`src/rtl/icache_axi_bridge_pkg.sv`:
```
// Shared definitions for the instruction-cache line-refill AXI bridge.
package icache_axi_bridge_pkg;

    localparam int unsigned LINE_WORDS = 4;

    localparam logic [1:0] BURST_INCR = 2'b01;
    localparam logic [2:0] SIZE_4B    = 3'b010;
    localparam logic [1:0] RESP_OKAY  = 2'b00;

    typedef enum logic [1:0] {
        StIdle  = 2'd0,
        StAr    = 2'd1,
        StData  = 2'd2,
        StDrain = 2'd3
    } bridge_state_e;

endpackage

```
`src/rtl/icache_axi_bridge_if.sv`:
```
// Cache-side request/response and AXI read-channel signals of the refill bridge.
// master: the bridge itself; slave: the cache plus AXI memory environment.
interface icache_axi_bridge_if;

    // cache side
    logic        i_arvalid;
    logic        i_arready;
    logic [31:0] i_araddr;
    logic        i_rvalid;
    logic        i_rready;
    logic [31:0] i_rdata;
    logic        i_rlast;

    // AXI AR channel
    logic        arvalid;
    logic        arready;
    logic [31:0] araddr;
    logic [3:0]  arid;
    logic [7:0]  arlen;
    logic [2:0]  arsize;
    logic [1:0]  arburst;

    // AXI R channel
    logic        rvalid;
    logic        rready;
    logic [31:0] rdata;
    logic [1:0]  rresp;
    logic        rlast;
    logic [3:0]  rid;

    modport master (
        input  i_arvalid, i_araddr, i_rready,
        output i_arready, i_rvalid, i_rdata, i_rlast,
        output arvalid, araddr, arid, arlen, arsize, arburst,
        input  arready,
        input  rvalid, rdata, rresp, rlast, rid,
        output rready
    );

    modport slave (
        output i_arvalid, i_araddr, i_rready,
        input  i_arready, i_rvalid, i_rdata, i_rlast,
        input  arvalid, araddr, arid, arlen, arsize, arburst,
        output arready,
        output rvalid, rdata, rresp, rlast, rid,
        input  rready
    );

endinterface

```
`src/rtl/icache_rbuf_fifo2.sv`:
```
// Two-entry registered FIFO buffering AXI read beats toward the cache.
module icache_rbuf_fifo2 #(
    parameter int unsigned WIDTH = 32
) (
    input  logic             clk,
    input  logic             rstn,
    input  logic             i_push,
    input  logic [WIDTH-1:0] i_wdata,
    input  logic             i_pop,
    output logic [WIDTH-1:0] o_rdata,
    output logic             o_full,
    output logic             o_empty
);

    logic [WIDTH-1:0] r_mem [2];
    logic             r_wptr;
    logic             r_rptr;
    logic [1:0]       r_count;
    logic             w_push;
    logic             w_pop;

    assign o_full  = (r_count == 2'd2);
    assign o_empty = (r_count == 2'd0);
    // A push into a full FIFO is allowed when the head leaves in the same cycle:
    // it lands in the slot being vacated.
    assign w_push  = i_push && (!o_full || i_pop);
    assign w_pop   = i_pop && !o_empty;
    assign o_rdata = r_mem[r_rptr];

    // Storage, pointers and occupancy; storage cleared so the head reads zero after reset.
    always_ff @(posedge clk or negedge rstn) begin
        if (!rstn) begin
            r_mem[0] <= '0;
            r_mem[1] <= '0;
            r_wptr   <= 1'b0;
            r_rptr   <= 1'b0;
            r_count  <= 2'd0;
        end else begin
            if (w_push) begin
                r_mem[r_wptr] <= i_wdata;
                r_wptr        <= ~r_wptr;
            end
            if (w_pop) begin
                r_rptr <= ~r_rptr;
            end
            r_count <= r_count + 2'(w_push) - 2'(w_pop);
        end
    end

endmodule

```
`src/rtl/icache_axi_bridge.sv`:
```
// Instruction-cache line-refill bridge: one 4-beat INCR AXI read burst per cache miss.
// Optional feature macro: ICACHE_AXI_ERR_CHECK_EN enables the sticky bus_err flag
// (rresp, rid and rlast checking); without it bus_err is tied low.
module icache_axi_bridge #(
    parameter logic [3:0]  AXI_ID     = 4'h0,
    parameter int unsigned LINE_WORDS = icache_axi_bridge_pkg::LINE_WORDS
) (
    input  logic                clk,
    input  logic                rstn,
    icache_axi_bridge_if.master bus,
    output logic                bus_err
);
    import icache_axi_bridge_pkg::*;

    localparam logic [1:0] LastBeat = 2'(LINE_WORDS - 1);

    bridge_state_e r_state;
    bridge_state_e w_state_nxt;
    logic [31:0]   r_addr;
    logic [1:0]    r_in_cnt;
    logic [1:0]    r_out_cnt;
    logic          w_rready;
    logic          w_push;
    logic          w_pop;
    logic          w_full;
    logic          w_empty;
    logic [31:0]   w_head;

    assign w_rready = (r_state == StData) && !w_full;
    assign w_push   = bus.rvalid && w_rready;
    assign w_pop    = !w_empty && bus.i_rready;

    assign bus.rready   = w_rready;
    assign bus.araddr   = r_addr;
    assign bus.arid     = AXI_ID;
    assign bus.arlen    = 8'(LINE_WORDS - 1);
    assign bus.arsize   = SIZE_4B;
    assign bus.arburst  = BURST_INCR;
    assign bus.i_rvalid = !w_empty;
    assign bus.i_rdata  = w_head;
    // Last flag comes from our own delivery count, never from AXI rlast.
    assign bus.i_rlast  = !w_empty && (r_out_cnt == LastBeat);

    // State register.
    always_ff @(posedge clk or negedge rstn) begin
        if (!rstn) begin
            r_state <= StIdle;
        end else begin
            r_state <= w_state_nxt;
        end
    end

    // Next-state and request handshake outputs.
    always_comb begin
        w_state_nxt   = r_state;
        bus.i_arready = 1'b0;
        bus.arvalid   = 1'b0;
        unique case (r_state)
            StIdle: begin
                bus.i_arready = 1'b1;
                if (bus.i_arvalid) w_state_nxt = StAr;
            end
            StAr: begin
                bus.arvalid = 1'b1;
                if (bus.arready) w_state_nxt = StData;
            end
            StData: begin
                if (w_push && (r_in_cnt == LastBeat)) w_state_nxt = StDrain;
            end
            StDrain: begin
                if (w_pop && (r_out_cnt == LastBeat)) w_state_nxt = StIdle;
            end
            default: w_state_nxt = StIdle;
        endcase
    end

    // Line-aligned address capture on request acceptance.
    always_ff @(posedge clk or negedge rstn) begin
        if (!rstn) begin
            r_addr <= '0;
        end else if ((r_state == StIdle) && bus.i_arvalid) begin
            r_addr <= {bus.i_araddr[31:4], 4'h0};
        end
    end

    // Beat counters: accepted from AXI and delivered to the cache; both wrap per line.
    always_ff @(posedge clk or negedge rstn) begin
        if (!rstn) begin
            r_in_cnt  <= 2'd0;
            r_out_cnt <= 2'd0;
        end else begin
            if (w_push) r_in_cnt <= r_in_cnt + 2'd1;
            if (w_pop)  r_out_cnt <= r_out_cnt + 2'd1;
        end
    end

    icache_rbuf_fifo2 #(
        .WIDTH (32)
    ) u_rbuf (
        .clk     (clk),
        .rstn    (rstn),
        .i_push  (w_push),
        .i_wdata (bus.rdata),
        .i_pop   (w_pop),
        .o_rdata (w_head),
        .o_full  (w_full),
        .o_empty (w_empty)
    );

`ifdef ICACHE_AXI_ERR_CHECK_EN
    logic r_bus_err;
    logic w_beat_err;

    assign w_beat_err = (bus.rresp != RESP_OKAY) || (bus.rid != AXI_ID) ||
                        (bus.rlast != (r_in_cnt == LastBeat));

    // Sticky error flag, cleared only by reset.
    always_ff @(posedge clk or negedge rstn) begin
        if (!rstn) begin
            r_bus_err <= 1'b0;
        end else if (w_push && w_beat_err) begin
            r_bus_err <= 1'b1;
        end
    end

    assign bus_err = r_bus_err;
`else
    logic unused_err_sigs;
    assign unused_err_sigs = ^{bus.rresp, bus.rid, bus.rlast};
    assign bus_err = 1'b0;
`endif

endmodule

```
`src/flat_wrapper.sv`:
```
// flat-port wrapper written by rule: the top's interface ports become plain ports
module icache_axi_bridge_flat import icache_axi_bridge_pkg::*;
#(
    parameter logic [3:0]  AXI_ID     = 4'h0,
    parameter int unsigned LINE_WORDS = icache_axi_bridge_pkg::LINE_WORDS
)
  (clk, rstn, bus_err, bus_i_arvalid, bus_i_araddr, bus_i_rready, bus_i_arready, bus_i_rvalid, bus_i_rdata, bus_i_rlast, bus_arvalid, bus_araddr, bus_arid, bus_arlen, bus_arsize, bus_arburst, bus_arready, bus_rvalid, bus_rdata, bus_rresp, bus_rlast, bus_rid, bus_rready);
  icache_axi_bridge_if bus_i ();
  input  logic clk;
  input  logic rstn;
  output logic bus_err;
  input wire logic [$bits(bus_i.i_arvalid)-1:0] bus_i_arvalid;
  input wire logic [$bits(bus_i.i_araddr)-1:0] bus_i_araddr;
  input wire logic [$bits(bus_i.i_rready)-1:0] bus_i_rready;
  output wire logic [$bits(bus_i.i_arready)-1:0] bus_i_arready;
  output wire logic [$bits(bus_i.i_rvalid)-1:0] bus_i_rvalid;
  output wire logic [$bits(bus_i.i_rdata)-1:0] bus_i_rdata;
  output wire logic [$bits(bus_i.i_rlast)-1:0] bus_i_rlast;
  output wire logic [$bits(bus_i.arvalid)-1:0] bus_arvalid;
  output wire logic [$bits(bus_i.araddr)-1:0] bus_araddr;
  output wire logic [$bits(bus_i.arid)-1:0] bus_arid;
  output wire logic [$bits(bus_i.arlen)-1:0] bus_arlen;
  output wire logic [$bits(bus_i.arsize)-1:0] bus_arsize;
  output wire logic [$bits(bus_i.arburst)-1:0] bus_arburst;
  input wire logic [$bits(bus_i.arready)-1:0] bus_arready;
  input wire logic [$bits(bus_i.rvalid)-1:0] bus_rvalid;
  input wire logic [$bits(bus_i.rdata)-1:0] bus_rdata;
  input wire logic [$bits(bus_i.rresp)-1:0] bus_rresp;
  input wire logic [$bits(bus_i.rlast)-1:0] bus_rlast;
  input wire logic [$bits(bus_i.rid)-1:0] bus_rid;
  output wire logic [$bits(bus_i.rready)-1:0] bus_rready;
  assign bus_i.i_arvalid = bus_i_arvalid;
  assign bus_i.i_araddr = bus_i_araddr;
  assign bus_i.i_rready = bus_i_rready;
  assign bus_i_arready = bus_i.i_arready;
  assign bus_i_rvalid = bus_i.i_rvalid;
  assign bus_i_rdata = bus_i.i_rdata;
  assign bus_i_rlast = bus_i.i_rlast;
  assign bus_arvalid = bus_i.arvalid;
  assign bus_araddr = bus_i.araddr;
  assign bus_arid = bus_i.arid;
  assign bus_arlen = bus_i.arlen;
  assign bus_arsize = bus_i.arsize;
  assign bus_arburst = bus_i.arburst;
  assign bus_i.arready = bus_arready;
  assign bus_i.rvalid = bus_rvalid;
  assign bus_i.rdata = bus_rdata;
  assign bus_i.rresp = bus_rresp;
  assign bus_i.rlast = bus_rlast;
  assign bus_i.rid = bus_rid;
  assign bus_rready = bus_i.rready;
  icache_axi_bridge #(.AXI_ID(AXI_ID), .LINE_WORDS(LINE_WORDS)) u_core (.clk(clk), .rstn(rstn), .bus(bus_i), .bus_err(bus_err));
endmodule
```
`config.mk`:
```
export PLATFORM = sky130hd
export DESIGN_NAME = icache_axi_bridge_flat
export DESIGN_NICKNAME = d
export VERILOG_FILES = /design/src/rtl/icache_axi_bridge_pkg.sv /design/src/rtl/icache_axi_bridge_if.sv /design/src/rtl/icache_rbuf_fifo2.sv /design/src/rtl/icache_axi_bridge.sv /design/src/flat_wrapper.sv
export SDC_FILE = /design/constraint.sdc
export NUM_CORES = 1
export LEC_CHECK = 0
export CORE_ASPECT_RATIO = 1.75
export CORE_MARGIN = 5
export CORE_UTILIZATION = 46
export CTS_CLUSTER_SIZE = 12
export DETAILED_ROUTE_END_ITERATION = 10
export GPL_TIMING_DRIVEN = 0
export PLACE_DENSITY_LB_ADDON = 0.05
export RECOVER_POWER = 50
export SLEW_MARGIN = 20
export SYNTH_ARGS = -nofsm -noshare
export SYNTH_HDL_FRONTEND = slang
export SYNTH_HIERARCHICAL = 1
export SYNTH_SLANG_ARGS = --single-unit
```
`constraint.sdc`:
```
create_clock -name clk -period 2.4 [get_ports clk]
set_input_delay 0.24 -clock clk [delete_from_list [all_inputs] [get_ports clk]]
set_output_delay 0.24 -clock clk [all_outputs]
set_load 0.02 [all_outputs]
```
* After elaboration in Yosys (flattened, before gate mapping)
Index checks and enable logic that the tools add are counted.
Operators by class: add/subtract/negate cells 4, order comparisons 3, equal/unequal tests 10, muxes and demuxes 13, bitwise gates (word level) 4, reductions and logical operators 16
Operators with widths (number):
- 2-to-1 mux 32 bit | 4
- bitwise mux 64 bit | 1
- demux 32 bit (select 1 bit) | 1
- equality test 2 bit, second input constant | 5
- logical AND 1 bit | 10
- 2-to-1 mux 2 bit | 4
- one-hot mux 2 bit (4 select lines) | 1
- inequality test 2 bit, second input constant | 3
- adder 2 x 1 -> 2 bit, second input constant | 2
- greater-or-equal comparator 2 bit, second input constant | 2
- zero test 2 bit | 2
- inverter 1 -> 2 bit | 2
- AND reduction 4 bit | 1
- adder 2 x 1 -> 2 bit | 1
- equality test 2 x 1 -> 1 bit, second input constant | 1
- zero test 1 bit | 2
- < comparator 2 x 1 -> 1 bit, second input constant | 1
- 2-to-1 mux 1 bit | 2
- inequality test 2 x 1 -> 1 bit, second input constant | 1
- inverter 1 bit | 2
- subtractor 2 x 1 -> 2 bit | 1
- logical OR 1 bit | 1
Word-level totals: register bits after elaboration 102, output and inout port bits 87

* Depth between registers and ports, before layout
Gate-level depths: netlist (run 1).
depth in word-level cells 7, depth in mapped cells 9

* Hierarchy
Netlist (run 1), hierarchy kept.
Modules (own cells, without submodules):
- icache_rbuf_fifo2 | times used 1, cells each 197, area an instance 3151.8 sq um, seq. area each 1701.6 sq um
- icache_axi_bridge | times used 1, cells each 116, area an instance 1584.0 sq um, seq. area each 850.8 sq um

* Worst setup path before layout (run 1)
No wires, ideal clock.
path kind reg-to-reg, start reg u_core.r_state[0], end reg u_core/u_rbuf/r_mem[32] (netlist bit), setup time 127 ps, arrival 2157 ps, path slack 116 ps, stages on the path, launching flop included 10, clock period less this slack 2284 ps, path through dfrtp_1 inv_1 ha_1 nor2b_1 nand2_1 inv_1 inv_1 nor3_4 buf_6 mux2_1
Between the ends: word-level cells in the longest chain between the ends 4
Ends and longest elaborated chain:
- from (decl) | RTL line icache_axi_bridge.sv:17 | bridge_state_e r_state;
- from (signal assigned) | RTL line icache_axi_bridge.sv:47 | r_state <= StIdle;
- from (signal assigned) | RTL line icache_axi_bridge.sv:49 | r_state <= w_state_nxt;
- equality test 2 bit | RTL line icache_axi_bridge.sv:29 | assign w_rready = (r_state == StData) && !w_full;
- logical AND 1 bit | RTL line icache_axi_bridge.sv:29
- named net bus_rready | RTL line flat_wrapper.sv:31 | output wire logic [$bits(bus_i.rready)-1:0] bus_rready;
- logical AND 1 bit | RTL line icache_axi_bridge.sv:30 | assign w_push = bus.rvalid && w_rready;
- named net u_core.w_push | RTL line icache_axi_bridge.sv:23 | logic w_push;
- logical AND 1 bit | RTL line icache_rbuf_fifo2.sv:26 | assign w_push = i_push && (!o_full || i_pop);
- to (signal, indexed assignment) | RTL line icache_rbuf_fifo2.sv:40 | r_mem[r_wptr] <= i_wdata;
- to (decl) | RTL line icache_rbuf_fifo2.sv:15 | logic [WIDTH-1:0] r_mem [2];
The timed path passes the listed nets, and every way through them passes these cells. A chain may end at the register's enable or synchronous reset.

* Worst setup path in the final report (run 1)
start reg u_core.u_rbuf.r_rptr, end out bus_i_rdata[2]
Between the ends: word-level cells in the longest chain between the ends 4
Ends and longest elaborated chain:
- from (decl) | RTL line icache_rbuf_fifo2.sv:17 | logic r_rptr;
- from (signal assigned) | RTL line icache_rbuf_fifo2.sv:44 | r_rptr <= ~r_rptr;
- inverter 1 -> 2 bit (implied by the code) | RTL line icache_rbuf_fifo2.sv:28 | assign o_rdata = r_mem[r_rptr];
- 2-to-1 mux 32 bit (implied by the code) (3 in a row) | RTL line icache_rbuf_fifo2.sv:28
- to (decl) | RTL line flat_wrapper.sv:17 | output wire logic [$bits(bus_i.i_rdata)-1:0] bus_i_rdata;
Every way passes these cells. The select of a mux whose other input is x is not followed.

==> results of run 1 <==
[cell type report]
type                            instances  area share [%]
Clock buffer                           11            3.66
Multi-Input combinational cell        188            29.7
Clock inverter                          5           0.848
Tap cell                              127            2.39
Inverter                                9           0.509
Buffer                                 33            4.00
Timing Repair Buffer                  136            20.5
Sequential cell                       102            38.5
[repair_timing]
| item | in CTS | in global routing |
|---|---|---|
| gates resized for setup | 0 | 7 |
| pin swaps | 0 | 1 |
| setup buffers | 0 | 3 |
| cloned | 0 | 1 |
| endpoints found under the setup margin | 29 | 60 |
| hold buffers | 1 | 0 |
| hold endpoints to repair | 28 | 0 |
[path summary, 6_finish.rpt]
| check | from | to | slack, ns | cells after the start |
|---|---|---|---|---|
| min in group asynchronous | rstn | u_core/bus.araddr[12]$_DFFE_PN0P_ | 0.86 | 2 |
| worst min register to register | u_core/u_rbuf/r_mem[38]$_DFFE_PN0P_ | u_core/u_rbuf/r_mem[38]$_DFFE_PN0P_ | 0.48 | 1 |
| worst min-delay path | u_core/u_rbuf/r_mem[38]$_DFFE_PN0P_ | u_core/u_rbuf/r_mem[38]$_DFFE_PN0P_ | 0.48 | 1 |
| worst max register to register | u_core/r_state[0]$_DFFE_PN0P_ | u_core/u_rbuf/r_mem[39]$_DFFE_PN0P_ | 0.19 | 10 |
| worst max-delay path | u_core/u_rbuf/r_rptr$_DFFE_PN0P_ | bus_i_rdata[2] | 0.13 | 3 |
| max in group asynchronous | rstn | u_core/u_rbuf/r_mem[19]$_DFFE_PN0P_ | 0.48 | 3 |
[state kept, by name, indices dropped and copies added (netlist names)]
name and count:
u_core/u_rbuf/r_count 2, u_core/u_rbuf/r_mem 64, u_core/r_out_cnt 2, u_core/r_in_cnt 2, u_core/r_state 2, u_core/u_rbuf/r_wptr 1
u_core/bus.araddr 28, u_core/u_rbuf/r_rptr 1
[critical path, stage by stage (launching register included)]
cell                              delay (ns)
sky130_fd_sc_hd__dfrtp_1                0.47
sky130_fd_sc_hd__clkbuf_4               0.29
sky130_fd_sc_hd__mux2_2                 0.38
sky130_fd_sc_hd__clkdlybuf4s50_1        0.55
[cells by family (layout without fill, tap and decap cells)]
family | count (synthesis) | after routing | synth area share [%]
AO/OA/AOI/OAI | 5 | 5 | 0.819
XOR/XNOR | 5 | 5 | 0.925
adder cells (fa/ha/maj) | 7 | 7 | 1.85
buffers and inverters | 43 | 194 | 6.23
flip-flops | 102 | 102 | 53.9
multiplexers | 128 | 128 | 32.9
other | 2 | 22 | 0.159
AND/OR/NAND/NOR | 21 | 21 | 3.25
[placed cells by master (no fill, tap or decap), types with 7 or more instances in the layout]
cell	instances
sky130_fd_sc_hd__ha_1	7
sky130_fd_sc_hd__clkdlybuf4s50_1	110
sky130_fd_sc_hd__inv_1	8
sky130_fd_sc_hd__buf_4	26
sky130_fd_sc_hd__mux2_4	31
sky130_fd_sc_hd__mux2_2	66
sky130_fd_sc_hd__clkbuf_16	9
sky130_fd_sc_hd__dfrtp_1	102
sky130_fd_sc_hd__dlygate4sd3_1	20
sky130_fd_sc_hd__conb_1	22
sky130_fd_sc_hd__mux2_1	30
[routing by layer]
layer  part of all wire (%)  track usage, %
met1                     37            19.0
met2                     56            31.4
met3                    5.7            4.05
met4                    1.3            5.17
met5                      0               0
[stage by stage]
stage | setup slack [ns] | util [%] | hold WS (ns) | total power [mW]
2_1_floorplan | 0.116 | - | -0.0556 | 6.02
3_3_place_gp | -2.64 | 61.6 | 0.463 | 7.87
3_5_place_dp | 0.0769 | 61.9 | 0.130 | 8.01
4_1_cts | -0.0464 | 64.9 | 0.344 | 9.50
5_1_grt | -0.00182 | 65.2 | 0.502 | 9.93
6_report | 0.126 | 65.2 | 0.485 | 9.35
[power by group through the flow]
stage          Sequential [mW]  Combinational [mW]  Clock [mW]
2_1_floorplan             3.27                2.75           0
3_3_place_gp              3.02                4.85           0
3_5_place_dp              3.08                4.92           0
4_1_cts                   3.06                4.95        1.50
5_1_grt                   3.19                5.16        1.58
6_report                  3.07                4.81        1.46
==> results.sh, run 1 <==
export IMPL_yosysMostFrequentCell="sky130_fd_sc_hd__dfrtp_1"
export IMPL_synth_top_cells_by_area="sky130_fd_sc_hd__dfrtp_1 (54%), sky130_fd_sc_hd__mux2_2 (16%), sky130_fd_sc_hd__mux2_4 (9.8%)"
export IMPL_chipWidth_um=86.7
export IMPL_yosysTopAreaCell="sky130_fd_sc_hd__dfrtp_1"
export IMPL_floorplan_die_height_um=144
export IMPL_clkLatencyLatePin_ns=0.33
export IMPL_drt_total_wl_um=10300
export IMPL_via_per_inst=4.81
export IMPL_run_status="finished with violations"
export IMPL_min_path_type="flop to flop"
export IMPL_die_area_um2=12500
export IMPL_antenna_violating_nets_post_route=0
export IMPL_design_core_area_um2=10200
export IMPL_async_reset_ff_share_pct=100
export IMPL_synthesis_area_um2=4740
export IMPL_clock_power_share_pct=15.6
export IMPL_internal_power_mw=6.13
export IMPL_drtIter0Drc=83
export IMPL_drt_pre_antenna_iters=3
export IMPL_placed_cells_incl_taps=591
export IMPL_synth_common_cells="sky130_fd_sc_hd__dfrtp_1 (102), sky130_fd_sc_hd__mux2_2 (66), sky130_fd_sc_hd__mux2_4 (31), sky130_fd_sc_hd__mux2_1 (30), sky130_fd_sc_hd__buf_4 (22)"
export IMPL_grt_overflow=0
export IMPL_clkSinkCount=102
export IMPL_number_of_buffers_between_clock_root_and_the_deepest_sink=2
export IMPL_instances_no_fill=611
export IMPL_worst_endpoint_required_ns=2.16
export IMPL_violations="capacitance limit, slew limit"
export IMPL_synth_seq_area_share_pct=53.9
export IMPL_final_min_period_over_clock_period_pct=94.7
export IMPL_num_vias=2938
export IMPL_worstSetupEndpointType="primary output"
export IMPL_first_global_vias=3322
export IMPL_power_share_sequential_pct=32.9
export IMPL_antenna_diode_count=0
export IMPL_cts_reportedPaths_clkPinSlew_ns=0.07
export IMPL_globalplace_congestion=0.707
export IMPL_cts_tree="yes"
export IMPL_critPathMaxFanout=10
export IMPL_fill_cells=800
export IMPL_total_switching_power_mw=3.21
export IMPL_p_per_area_nw_per_um2=1410
export IMPL_seq_area_um2=2550
export IMPL_setup_viol_count_final=0
export IMPL_number_of_enable_flip_flop_cells_after_synthesis=0
export IMPL_tightest_slew_ns=1.64
export IMPL_max_clock_freq_mhz=440
export IMPL_port_buffers=130
export IMPL_worst_setup_path_class="flop to primary output"
export IMPL_detail_route_wl_per_cell_um=16.8
export IMPL_synth_top_cell_area_share_pct=53.9
export IMPL_post_dp_hpwl_um=7660
export IMPL_netlist_instances=313
export IMPL_design_final_nets=563
export IMPL_power_share_switching_pct=34.4
export IMPL_hold_viol=0
export IMPL_cts_root_buffer_type="sky130_fd_sc_hd__clkbuf_16"
export IMPL_maxCapViolations=1
export IMPL_worst_slew_margin_relative_to_its_limit_pct=-9.06
export IMPL_critical_path_startpoint_category="flop"
export IMPL_ctsHtreeMaxLevel=3
export IMPL_final_period_minus_worst_setup_slack_ns=2.27
export IMPL_multi_input_logic_area_um2=1970
export IMPL_finalMaxSlewViolations=29
export IMPL_wire_length_of_the_first_global_routing_pass_um=16500
export IMPL_tritoncts_num_buffers=9
export IMPL_ys_warn_count=6
export IMPL_fin_area_um2=6640
export IMPL_syn_area_per_cell_um2=15.1
export IMPL_ir_drop_uv=936
export IMPL_drc_errors=0
export IMPL_synth_cell_type_count=32
export IMPL_global_route_usage_total_pct=17.0
export IMPL_floorplan_io_pins=164
export IMPL_growth_of_design_area_from_synthesis_to_finish_pct=40.2
export IMPL_power_share_combinational_pct=51.5
export IMPL_initial_antenna_violation_count=0
export IMPL_finClkSkew_ns=0.00776
export IMPL_placed_area_um2=6300
export IMPL_largest_net_degree_at_the_start_of_global_routing=75
export IMPL_yosys_most_used_dff="sky130_fd_sc_hd__dfrtp_1"
export IMPL_row_count=49
export IMPL_standby_leakage_power_nw=2.95
export IMPL_yosys_register_bits=102
export IMPL_share_of_layout_cells_above_drive_strength_1_pct=32.6
export IMPL_floorplan_initialDensity_pct=46.5
export IMPL_crit_arrival_ns=2.03
export IMPL_timing_setup_tns_ns=0
(Power assumes the default switching activity.)
==> inputs of run 2 (changes only) <==
--- a/config.mk
+++ b/config.mk
@@ -6,7 +6,6 @@
 export NUM_CORES = 1
 export LEC_CHECK = 0
 export CORE_ASPECT_RATIO = 1.75
-export CORE_MARGIN = 5
 export CORE_UTILIZATION = 46
 export CTS_CLUSTER_SIZE = 12
 export DETAILED_ROUTE_END_ITERATION = 10
==> run 2 against run 1 <==
Largest power group unchanged. Worst setup slack better by 0.028 ns. Critical path type unchanged. Non-clock buffer count unchanged. The run now ends clean. First-iteration DRC count rose by 51%. Clock skew is 0.0012 ns higher.
==> results.sh, run 2 (same netlist as run 1, synthesis figures left out) <==
export IMPL_run_status="finished, final reports clean"
export IMPL_critical_path_startpoint_category="flop"
export IMPL_grt_overflow=0
export IMPL_cts_root_buffer_type="sky130_fd_sc_hd__clkbuf_16"
export IMPL_detail_route_wl_per_cell_um=15.7
export IMPL_setup_viol_count_final=0
export IMPL_worst_slew_margin_relative_to_its_limit_pct=28.3
export IMPL_post_dp_hpwl_um=6960
export IMPL_floorplan_die_height_um=136
export IMPL_largest_register_ffs=64
export IMPL_clkSinkCount=102
export IMPL_clock_power_share_pct=16.8
export IMPL_hold_viol=0
export IMPL_finalMaxSlewViolations=0
export IMPL_power_share_switching_pct=33.6
export IMPL_maxCapViolations=0
export IMPL_registers_top_by_ff_count="u_core/u_rbuf/r_mem"
export IMPL_min_path_type="flop to flop"
export IMPL_floorplan_initialDensity_pct=47.8
export IMPL_worstSetupEndpointType="primary output"
export IMPL_floorplan_io_pins=164
export IMPL_drtIter0Drc=125
export IMPL_power_share_combinational_pct=50.7
export IMPL_placed_cells_incl_taps=589
export IMPL_chipWidth_um=78.7
export IMPL_initial_antenna_violation_count=0
export IMPL_critPathMaxStageDelay_ns=0.54
export IMPL_p_per_area_nw_per_um2=1410
export IMPL_worst_path_max_delay_cell="sky130_fd_sc_hd__clkdlybuf4s50_1"
export IMPL_layout_common_cells="sky130_fd_sc_hd__clkdlybuf4s50_1 (110), sky130_fd_sc_hd__dfrtp_1 (102), sky130_fd_sc_hd__mux2_2 (66), sky130_fd_sc_hd__mux2_4 (31), sky130_fd_sc_hd__mux2_1 (30)"
export IMPL_ir_drop_uv=656
export IMPL_crit_arrival_ns=2.01
export IMPL_num_vias=2924
export IMPL_design_power_total_mw=9.43
export IMPL_share_of_layout_cells_above_drive_strength_1_pct=32.9
export IMPL_globalplace_congestion=0.707
export IMPL_tritoncts_num_buffers=9
export IMPL_fin_worst_hold_slack_ns=0.477
export IMPL_max_clock_freq_mhz=445
export IMPL_cts_tree="yes"
export IMPL_post_route_util_pct=67.4
export IMPL_internal_power_mw=6.26
export IMPL_clkLatencyLatePin_ns=0.34
export IMPL_worst_endpoint_required_ns=2.16
export IMPL_final_period_minus_worst_setup_slack_ns=2.25
export IMPL_antenna_violating_nets_post_route=0
export IMPL_total_switching_power_mw=3.17
export IMPL_timing_critical_path_max_delay_family="buffers and inverters"
export IMPL_ctsHtreeMaxLevel=3
export IMPL_die_area_um2=10700
export IMPL_path_cells="clkbuf_4 > mux2_2 > clkdlybuf4s50_1"
export IMPL_drt_pre_antenna_iters=4
export IMPL_rsz_0062_raised_after_global_routing="false"
export IMPL_final_min_period_over_clock_period_pct=93.6
export IMPL_worst_path_buf_inv=2
export IMPL_design_final_nets=563
export IMPL_power_share_sequential_pct=32.5
export IMPL_drt_total_wl_um=9560
export IMPL_layout_cells_most_common="sky130_fd_sc_hd__clkdlybuf4s50_1"
export IMPL_worst_setup_path_class="flop to primary output"
export IMPL_tightest_slew_ns=1.07
export IMPL_global_route_usage_total_pct=18.5
export IMPL_cts_reportedPaths_clkPinSlew_ns=0.06
export IMPL_first_global_vias=3137
export IMPL_row_count=48
export IMPL_growth_of_design_area_from_synthesis_to_finish_pct=41.1
export IMPL_standby_leakage_power_nw=2.98
export IMPL_critPathMaxFanout=10
export IMPL_number_of_buffers_between_clock_root_and_the_deepest_sink=2
export IMPL_instances_no_fill=610
export IMPL_finClkSkew_ns=0.00898
export IMPL_via_per_inst=4.79
export IMPL_wire_length_of_the_first_global_routing_pass_um=15200
export IMPL_port_buffers=130
export IMPL_design_core_area_um2=9910
export IMPL_drc_errors=0
export IMPL_largest_net_degree_at_the_start_of_global_routing=63
==> run 2: layout make-up <==
class / instances / area, µm²
timing repair buffer: 136 / 1370
fill: 758 / 3230
clock inverter: 5 / 81.3
antenna: 1 / 2.50
sequential: 102 / 2550
tap: 125 / 156
inverter: 9 / 33.8
multi-input combinational: 188 / 1960
clock buffer: 11 / 253
buffer: 33 / 265
==> run 2: worst paths after layout <==
path	from	endpoint	slack, ns	depth (start not counted)
worst max-delay path	u_core/u_rbuf/r_rptr$_DFFE_PN0P_	bus_i_rdata[4]	0.15	3
worst min-delay path	u_core/r_out_cnt[0]$_DFFE_PN0P_	u_core/r_out_cnt[0]$_DFFE_PN0P_	0.48	1
worst max register to register	u_core/r_state[0]$_DFFE_PN0P_	u_core/u_rbuf/r_mem[62]$_DFFE_PN0P_	0.16	10
worst min register to register	u_core/r_out_cnt[0]$_DFFE_PN0P_	u_core/r_out_cnt[0]$_DFFE_PN0P_	0.48	1
max in group asynchronous	rstn	u_core/u_rbuf/r_mem[56]$_DFFE_PN0P_	0.91	3
min in group asynchronous	rstn	u_core/u_rbuf/r_mem[42]$_DFFE_PN0P_	0.63	2
==> run 2: power groups by stage <==
stage	clock (mW)	combinational [mW]	sequential [mW]
floorplan	0	2.75	3.27
global placement	0	4.79	3.02
detailed placement	0	4.88	3.07
CTS	1.63	4.90	3.05
global route	1.71	5.10	3.17
finish	1.59	4.79	3.06
==> run 2: metrics by stage <==
stage / TNS, ns / setup WS [ns] / cell area, µm²
2_1_floorplan: 0 / 0.116 / 4810
3_3_place_gp: -281.50 / -2.77 / 6270
3_5_place_dp: 0 / 0.0636 / 6300
4_1_cts: -0.722 / -0.0527 / 6640
5_1_grt: 0 / 0.0154 / 6680
6_report: 0 / 0.154 / 6680
==> run 2: timing repair <==
item | CTS | global route
resized for setup | 1 | 3
pin swaps | 0 | 1
hold buffers | 1 | 0
cloned | 0 | 1
setup buffers | 0 | 3
hold endpoints to repair | 40 | 0
endpoints found under the setup margin | 29 | 57
==> run 2: metal layers <==
layer  wire [µm]  global-route usage, %  vias up  share of wire, %
li1            -                      -     1380                 -
met1        3720                   21.6     1452                39
met2        5260                   32.4       84                55
met3         450                   3.76        8               4.7
met4         133                   8.33        0               1.4
met5           0                      0        -                 0
==> inputs of run 3 (changes only) <==
--- a/config.mk
+++ b/config.mk
@@ -6,13 +6,14 @@
 export NUM_CORES = 1
 export LEC_CHECK = 0
 export CORE_ASPECT_RATIO = 1.75
-export CORE_UTILIZATION = 46
+export CORE_UTILIZATION = 55
 export CTS_CLUSTER_SIZE = 12
 export DETAILED_ROUTE_END_ITERATION = 10
+export DONT_BUFFER_PORTS = 1
 export GPL_TIMING_DRIVEN = 0
 export PLACE_DENSITY_LB_ADDON = 0.05
 export RECOVER_POWER = 50
-export SLEW_MARGIN = 20
+export SLEW_MARGIN = 25
 export SYNTH_ARGS = -nofsm -noshare
 export SYNTH_HDL_FRONTEND = slang
 export SYNTH_HIERARCHICAL = 1
==> run 3 against run 2 <==
The flow now finishes with violations (hold timing). Sequential power increased by 11%. Global-route usage increased by 0.91 points. Critical path depth increased by 6. First-iteration DRC count increased by 18%. Final cell count decreased by 24%. Via count decreased by 18%. Non-clock buffer count decreased by 133. Hold slack got worse by 0.88 ns. Register-to-register slack about the same. Largest cell class unchanged. Sequential share of layout area increased by 10 points. Clock skew decreased by 0.0044 ns. Highest routed layer unchanged. Worst setup slack improved by 0.011 ns.
==> results.sh, run 3 (same netlist as run 1, synthesis figures left out) <==
export IMPL_drt_total_wl_um=8140
export IMPL_drc_errors=0
export IMPL_critical_path_startpoint_category="flop"
export IMPL_r2r_slack_ns=0.17
export IMPL_floorplan_initialDensity_pct=57.0
export IMPL_timing_critical_path_max_delay_family="simple AND/OR/NAND/NOR gates"
export IMPL_p_per_area_nw_per_um2=1490
export IMPL_standby_leakage_power_nw=2.41
export IMPL_largest_net_degree_at_the_start_of_global_routing=103
export IMPL_clkSinkCount=102
export IMPL_finalMaxSlewViolations=0
export IMPL_finClkSkew_ns=0.00455
export IMPL_antenna_diode_count=0
export IMPL_fin_area_um2=5250
export IMPL_finalWorstSetupSlack_ns=0.165
export IMPL_critPathMaxStageDelay_ns=0.40
export IMPL_row_count=44
export IMPL_port_buffers=0
export IMPL_layout_cells_most_common="sky130_fd_sc_hd__dfrtp_1"
export IMPL_post_route_util_pct=63.2
export IMPL_min_path_type="input pin to async pin"
export IMPL_antenna_violating_nets_post_route=0
export IMPL_fin_worst_hold_slack_ns=-0.405
export IMPL_share_of_layout_cells_above_drive_strength_1_pct=44.2
export IMPL_fill_cells=630
export IMPL_drt_pre_antenna_iters=4
export IMPL_number_of_buffers_between_clock_root_and_the_deepest_sink=2
export IMPL_violations="hold timing"
export IMPL_cts_root_buffer_type="sky130_fd_sc_hd__clkbuf_16"
export IMPL_registers_top_by_ff_count="u_core/u_rbuf/r_mem"
export IMPL_final_min_period_over_clock_period_pct=93.1
export IMPL_placed_area_um2=4950
export IMPL_design_final_nets=430
export IMPL_detail_route_wl_per_cell_um=17.5
export IMPL_ctsHtreeMaxLevel=3
export IMPL_wire_length_of_the_first_global_routing_pass_um=13200
export IMPL_drtIter0Drc=147
export IMPL_num_vias=2408
export IMPL_worst_path_max_delay_cell="sky130_fd_sc_hd__dfrtp_1"
export IMPL_largest_register_ffs=64
export IMPL_design_core_area_um2=8310
export IMPL_clkLatencyLatePin_ns=0.34
export IMPL_ir_drop_uv=729
export IMPL_initial_antenna_violation_count=0
export IMPL_post_dp_hpwl_um=5820
export IMPL_worst_setup_path_class="flop to flop"
export IMPL_worst_endpoint_required_ns=2.62
export IMPL_setup_viol_count_final=0
export IMPL_worstSetupEndpointType="flop"
export IMPL_layout_common_cells="sky130_fd_sc_hd__dfrtp_1 (102), sky130_fd_sc_hd__mux2_2 (66), sky130_fd_sc_hd__mux2_4 (31), sky130_fd_sc_hd__mux2_1 (30), sky130_fd_sc_hd__buf_4 (24)"
export IMPL_global_route_usage_total_pct=19.5
export IMPL_max_clock_freq_mhz=447
export IMPL_instances_no_fill=466
export IMPL_worst_path_buf_inv=3
export IMPL_run_status="finished with violations"
export IMPL_via_per_inst=5.17
export IMPL_cts_reportedPaths_clkPinSlew_ns=0.06
export IMPL_floorplan_die_height_um=125
export IMPL_preCtsSetupSlack_ns=-0.222
export IMPL_first_global_vias=2641
export IMPL_tritoncts_num_buffers=9
export IMPL_grt_overflow=0
export IMPL_critPathMaxFanout=10
export IMPL_cts_tree="yes"
export IMPL_floorplan_io_pins=164
export IMPL_timing_setup_tns_ns=0
export IMPL_design_power_total_mw=7.82
export IMPL_placed_cells_incl_taps=448
export IMPL_growth_of_design_area_from_synthesis_to_finish_pct=10.9
export IMPL_rsz_0062_raised_after_global_routing="false"
export IMPL_hold_viol=102
export IMPL_chipWidth_um=72.1
export IMPL_final_period_minus_worst_setup_slack_ns=2.23
export IMPL_globalplace_congestion=0.783
export IMPL_die_area_um2=9000
export IMPL_path_cells="inv_1 > ha_1 > nor2b_4 > nand2_1 > inv_1 > nand2_1 > nor2_2 > buf_6 > mux2_4"
export IMPL_crit_arrival_ns=2.46
export IMPL_maxCapViolations=0
-- run 3: changes by cell type in the layout (fill, tap and decap cells not counted), moves of 2 or more --
cell and delta:
sky130_fd_sc_hd__clkdlybuf4s50_1 -110, sky130_fd_sc_hd__dlygate4sd3_1 -20, sky130_fd_sc_hd__clkbuf_1 +3, sky130_fd_sc_hd__buf_2 +2
sky130_fd_sc_hd__bufinv_16 -2, sky130_fd_sc_hd__clkbuf_4 -2, sky130_fd_sc_hd__clkinv_2 +2
-- run 3: path summary, 6_finish.rpt --
kind | from | end | cells past startpoint
worst min register to register | u_core/u_rbuf/r_mem[51]$_DFFE_PN0P_ | u_core/u_rbuf/r_mem[51]$_DFFE_PN0P_ | 1
worst max register to register | u_core/r_state[0]$_DFFE_PN0P_ | u_core/u_rbuf/r_mem[14]$_DFFE_PN0P_ | 9
worst max-delay path | u_core/r_state[0]$_DFFE_PN0P_ | u_core/u_rbuf/r_mem[14]$_DFFE_PN0P_ | 9
max in group asynchronous | rstn | u_core/bus.araddr[22]$_DFFE_PN0P_ | 0
min in group clk | bus_rdata[1] | u_core/u_rbuf/r_mem[33]$_DFFE_PN0P_ | 1
worst min-delay path | rstn | u_core/u_rbuf/r_mem[7]$_DFFE_PN0P_ | 0
-- run 3: per-layer routing --
metal | track usage (%) | share of wire (%) | vias up
met2 | 32.6 | 54 | 83
met3 | 6.55 | 7.0 | 8
met5 | 0 | 0 | -
met1 | 22.1 | 38 | 1213
met4 | 8.19 | 1.5 | 0
li1 | - | - | 1104
-- run 3: layout make-up --
| type | count | area [µm²] | share of cell area [%] |
|---|---|---|---|
| sequential | 102 | 2550 | 48.6 |
| multi-input combinational | 188 | 1980 | 37.7 |
| buffer | 34 | 262 | 4.98 |
| clock buffer | 12 | 246 | 4.69 |
| tap | 115 | 144 | 2.74 |
| inverter | 9 | 33.8 | 0.643 |
| clock inverter | 4 | 22.5 | 0.429 |
| timing repair buffer | 2 | 15.0 | 0.286 |
-- run 3: what timing repair did --
item / CTS / global route
hold endpoints to repair: 102 / 102
buffers inserted: 2 / 0
endpoints found under the setup margin: 62 / 63
pin swaps: 1 / 1
resized for setup: 1 / 3
-- run 3: power by group --
group          leakage, nW  total (mW)  switching [mW]  internal, mW
Combinational         1.05        3.10            1.54          1.57
Clock                0.132        1.32           0.590         0.726
Sequential            1.22        3.40           0.803          2.60
